File: config.mk
export PLATFORM = sky130hd
export DESIGN_NAME = reg_file_hilo
export DESIGN_NICKNAME = d
export VERILOG_FILES = /design/src/rtl/regfile_pkg.sv /design/src/rtl/hilo_reg.sv /design/src/rtl/reg_file_hilo.sv
export SDC_FILE = /design/constraint.sdc
export NUM_CORES = 2
export LEC_CHECK = 0
export BUFFER_PORTS_ARGS = -buffer_cell sky130_fd_sc_hd__buf_2
export CORE_ASPECT_RATIO = 0.75
export CORE_MARGIN = 2
export CORE_UTILIZATION = 56
export CTS_CLUSTER_DIAMETER = 150
export CTS_CLUSTER_SIZE = 16
export DETAILED_ROUTE_END_ITERATION = 7
export GPL_TIMING_DRIVEN = 0
export PLACE_DENSITY_LB_ADDON = 0.15
export SLEW_MARGIN = 10
export SYNTH_ARGS = -nofsm -noshare
export SYNTH_HDL_FRONTEND = slang
export SYNTH_SLANG_ARGS = --single-unit
File: constraint.sdc
create_clock -name clk -period 3.75 [get_ports clk]
set_input_delay 0.75 -clock clk [delete_from_list [all_inputs] [get_ports clk]]
set_output_delay 0.75 -clock clk [all_outputs]
set_load 0.02 [all_outputs]
File: src/rtl/regfile_pkg.sv
// Shared register-file definitions used by the register file, ALU and decode.
package regfile_pkg;

  localparam int DEF_DATA_W = 32;
  localparam int DEF_ADDR_W = 5;
  localparam int NUM_REGS   = 2 ** DEF_ADDR_W;

  typedef logic [DEF_DATA_W-1:0]   data_t;
  typedef logic [DEF_ADDR_W-1:0]   addr_t;
  typedef logic [2*DEF_DATA_W-1:0] hilo_t;

  localparam addr_t REG_ZERO = 5'd0;

endpackage

File: src/rtl/hilo_reg.sv
// HI/LO pair: a 2*DATA_W enable register loaded with the multiplier product
// (or {remainder,quotient}); asynchronously cleared by rst_n.
module hilo_reg
  import regfile_pkg::*;
#(
  parameter int DATA_W = DEF_DATA_W
) (
  input  logic                clk,
  input  logic                rst_n,
  input  logic                en,
  input  logic [2*DATA_W-1:0] d,
  output logic [DATA_W-1:0]   hi,
  output logic [DATA_W-1:0]   lo
);

  // Load {hi,lo} on enabled edges; clear immediately on reset.
  always_ff @(posedge clk or negedge rst_n) begin
    if (!rst_n) begin
      hi <= '0;
      lo <= '0;
    end else if (en) begin
      hi <= d[2*DATA_W-1:DATA_W];
      lo <= d[DATA_W-1:0];
    end
  end

endmodule

File: src/rtl/reg_file_hilo.sv
// Architectural register file: 2**ADDR_W GPRs (r0 hard-wired to zero) with two
// combinational read ports, optional same-cycle write forwarding, and a HI/LO pair.
// Optional feature: define RF_DEBUG_PORT_EN to add a third, never-forwarded
// read port (dbg_ra/dbg_rd) showing committed contents.
module reg_file_hilo
  import regfile_pkg::*;
#(
  parameter int DATA_W    = DEF_DATA_W,
  parameter int ADDR_W    = DEF_ADDR_W,
  parameter int WR_BYPASS = 1
) (
  input  logic                clk,
  input  logic                rst_n,
  input  logic [ADDR_W-1:0]   ra1,
  input  logic [ADDR_W-1:0]   ra2,
  output logic [DATA_W-1:0]   rd1,
  output logic [DATA_W-1:0]   rd2,
  input  logic                we,
  input  logic [ADDR_W-1:0]   wa,
  input  logic [DATA_W-1:0]   wd,
  input  logic                hilo_we,
  input  logic [2*DATA_W-1:0] hilo_wd,
  output logic [DATA_W-1:0]   hi,
  output logic [DATA_W-1:0]   lo
`ifdef RF_DEBUG_PORT_EN
  ,
  input  logic [ADDR_W-1:0]   dbg_ra,
  output logic [DATA_W-1:0]   dbg_rd
`endif
);

  localparam int                RF_DEPTH = 2 ** ADDR_W;
  localparam logic [ADDR_W-1:0] ADDR_R0  = '0;

  logic [DATA_W-1:0] regs [RF_DEPTH];
  logic              wr_gpr;
  logic              byp_en;

  // r0 is never written, so a write to it is simply dropped here.
  assign wr_gpr = we && (wa != ADDR_R0);

  // Forwarding is suppressed during reset so reads show the cleared state.
  assign byp_en = (WR_BYPASS != 0) && wr_gpr && rst_n;

  // GPR array: cleared asynchronously, written on the rising edge.
  always_ff @(posedge clk or negedge rst_n) begin
    if (!rst_n) begin
      for (int i = 0; i < RF_DEPTH; i++) regs[i] <= '0;
    end else if (wr_gpr) begin
      regs[wa] <= wd;
    end
  end

  // Read port 1: r0 reads zero, otherwise stored value or forwarded write data.
  always_comb begin
    rd1 = (ra1 == ADDR_R0) ? '0 : regs[ra1];
    if (byp_en && (wa == ra1)) rd1 = wd;
  end

  // Read port 2: same rule as port 1, forwarded independently.
  always_comb begin
    rd2 = (ra2 == ADDR_R0) ? '0 : regs[ra2];
    if (byp_en && (wa == ra2)) rd2 = wd;
  end

`ifdef RF_DEBUG_PORT_EN
  // Debug read port: committed contents only, no forwarding.
  always_comb begin
    dbg_rd = (dbg_ra == ADDR_R0) ? '0 : regs[dbg_ra];
  end
`endif

  hilo_reg #(
    .DATA_W (DATA_W)
  ) u_hilo (
    .clk   (clk),
    .rst_n (rst_n),
    .en    (hilo_we),
    .d     (hilo_wd),
    .hi    (hi),
    .lo    (lo)
  );

endmodule
==> results.toml <==
[status]
outcome = "complete, but fails checks"
violations = "negative setup slack"

[place]
place.gp.congestion = 1.05
place_area_sq_mm = 0.0611
portBuffers = 235
pre_cts_ws_ns = -1.88
hpwl_mm = 168

[cells_and_area]
syn_to_final_growth_pct = 13.3
drive_gt1_frac = 0.456
multi_input_area_sq_mm = 0.0295
seqCellArea_sq_mm = 0.0272
fillers = 8015
design_area_sq_mm = 0.0657
nets = 4734

[clock_tree]
clkTransAtPathRegs_ns = 0.09
root_buffer = "clkbuf_16"
cts_made_buffers = 77
cts.path.max_buffers = 3
cts_max_level = 3
cts.sinks = 1088
cts_tree = "done"
clock_latency_ns = 0.70

[timing]
timing.fmax_mhz = 257
setup_violations = 43
slew_headroom = 0.203
tns_ns = -2.54
slew_viol_final = 0
fin_worst_skew_ns = 0
timing.hold.ws_ns = 0.00936
layout_setup_ws_ns = -0.141
hold_viol = 0
worstMarginPinSlew_ns = 1.20
fin_crit_sh = 1.04
rsz0062_at_grt = "yes"
fin_crit_ns = 3.89

[route]
first_pass_iters = 8
drc = 0
drt-wirelength-per-cell_um = 39.0
wirelength_mm = 233
drt_iter0_drc = 6527
vias_per_cell = 7.20
final_antenna_net_count = 0
num_vias = 43100

[yosys]
synth-seq-cells = 1088
avgSynthCellArea_sq_um = 13.6
synthCells = 4276
synth_edf_count = 0
synth_cell_types = 45
yosysSeqAreaShare = 0.469
synth_top_flop_cell = "dfrtp_1"
async_flop_share = 1.00
synth.net_count = 4391
mappedNetlistArea_sq_mm = 0.0580
yosysWarnings = 0

[floorplan]
start_util = 0.563
core_region_area_sq_mm = 0.103
die_w_um = 376
die_h_um = 283
die-area_sq_mm = 0.106
num_rows = 102
io_pins = 243

[power_and_ir_drop]
cellLeakagePower_nw = 29.7
power_mw = 32.0
irDropWorstVdd_uv = 352
cellPowerDensity_mw_per_mm2 = 486

[global_routing]
grt_start_max_net_pins = 151
grt_pass1_vias = 42500
grt_pass1_wl_mm = 323
overflow = 0
antenna_found_initial = 9
grt_usage = 0.439

[critical_path]
crit_top_cell = "buf_4"
critical_path.max_stage_delay_ns = 0.42
cp_top_family = "buffers and inverters"
critPathKind = "primary input to primary output"
critPathLaunchType = "primary input"
crit_path_end_kind = "primary output"
startpoint = "ra2[0]"
path_max_fanout = 10
rr_endpoint = "regs[510]$_DFFE_PN0P_"
reg2reg_depth = 1
path_buf_inv = 5
worstReg2RegStart = "regs[510]$_DFFE_PN0P_"
slowest_stage = "a32o_2"
crit_chain = "buf_4 -> buf_8 -> nor2b_4 -> buf_6 -> buf_4 -> a22oi_1 -> nand3_1 -> nand3_1 -> a32o_2 -> buf_4"
required_ns = 3.00
arrival_ns = 3.14
r2r_setup_slack_ns = 2.93

[hold_path]
hold_path_class = "primary input to asynchronous set/reset pin"

[job]
max_cap_viol_count = 0
==> cell type report <==
class / count / area share
tap: 1352 / 0.0257
timing repair buffer: 269 / 0.0295
clock inverter: 3 / 0.000628
multi-input combinational: 2716 / 0.449
antenna: 8 / 0.000305
clock buffer: 81 / 0.0308
sequential: 1088 / 0.414
buffer: 467 / 0.0495
==> through the flow <==
stage,utilization,std cells
after CTS,0.632,5968
after floorplan,-,4276
after detailed placement,0.594,5871
after global placement,0.591,5863
after global routing,0.638,5976
final,0.638,5984
==> cell usage after synthesis, types with 4 or more instances <==
library cell / n / area [sq um]
a211oi_1: 4 / 30.0
a21oi_1: 117 / 586
a221o_1: 19 / 190
a221oi_1: 12 / 105
a22o_1: 46 / 403
a22oi_1: 176 / 1320
a311oi_1: 6 / 52.6
a32o_1: 35 / 350
and2_1: 18 / 113
buf_1: 53 / 199
buf_2: 136 / 681
buf_4: 22 / 165
clkbuf_1: 260 / 976
dfrtp_1: 1088 / 27200
mux2_2: 1105 / 12400
mux2i_1: 544 / 5450
mux4_2: 256 / 5770
nand2_1: 121 / 454
nand3_1: 65 / 325
nand3b_1: 4 / 30.0
nand4_1: 15 / 93.8
nor2_1: 23 / 86.3
nor2b_1: 12 / 75.1
nor3_1: 45 / 225
nor3b_1: 4 / 30.0
o211ai_1: 13 / 97.6
o22ai_1: 44 / 275
or3_1: 4 / 25.0
xnor2_1: 8 / 70.1
==> worst max path at each step <==
stage,endpoint,depth (start not counted),slack (ns)
after global placement,regs[794]$_DFFE_PN0P_,1,-22.42
after detailed placement,rd1[22],9,-1.88
after CTS,rd1[0],9,-0.02
after floorplan,rd1[30],7,0.49
after global routing,rd1[13],7,-0.06
final,rd2[19],10,-0.14
==> logic make-up after synthesis <==
group                     after synthesis  synth area share
AOI/OAI and AO/OA                     479            0.0601
muxes                                1905             0.408
and+or+nand+nor                       322            0.0264
DFF                                  1088             0.469
buffers and inverters                 472            0.0350
xor gates and xnor gates               10           0.00151
==> sequential cells by signal (all words and copies together) (netlist names) <==
name and cells:
u_hilo.lo 32, u_hilo.hi 32, regs 1024
==> placed cells by master (no fill, tap or decap), types with 17 or more instances in the layout <==
cell type / synthesis / final
a21oi_1: 117 / 116
a221o_1: 19 / 19
a22o_1: 46 / 43
a22oi_1: 176 / 174
a32o_2: 0 / 26
buf_1: 53 / 49
buf_12: 0 / 21
buf_2: 136 / 253
buf_4: 22 / 74
buf_6: 1 / 60
buf_8: 0 / 24
clkbuf_1: 260 / 165
clkbuf_16: 0 / 82
clkbuf_2: 0 / 32
clkbuf_4: 0 / 24
dfrtp_1: 1088 / 1088
mux2_2: 1105 / 1105
mux2i_1: 544 / 528
mux4_2: 256 / 256
nand2_1: 121 / 119
nand3_1: 65 / 65
nor2_1: 23 / 20
nor3_1: 45 / 17
nor3_2: 0 / 20
o22ai_1: 44 / 21
o22ai_2: 0 / 21
==> layer usage <==
layer | GRT usage | vias up | share of wire | routed length, um
met3 | 0.206 | 611 | 0.15 | 35500
met4 | 0.199 | 12 | 0.049 | 11500
met1 | 0.591 | 22600 | 0.39 | 90900
li1 | - | 16800 | - | -
met2 | 0.602 | 3076 | 0.41 | 95000
met5 | 0.0117 | - | 0.0014 | 319
==> where the power goes <==
part | internal (mW) | switching (mW)
Sequential | 13.9 | 1.69
Clock | 3.84 | 4.36
Combinational | 4.16 | 4.02
Total | 21.9 | 10.1
==> what timing repair did <==
action	CTS	global route
gates cloned	7	1
pin swaps	10	29
setup endpoints to repair	64	60
endpoints found under the hold margin	33	0
buffers inserted	10	7
hold buffers	1	0
resized for setup	489	155
Note: power is estimated with default switching activity, not from simulation.
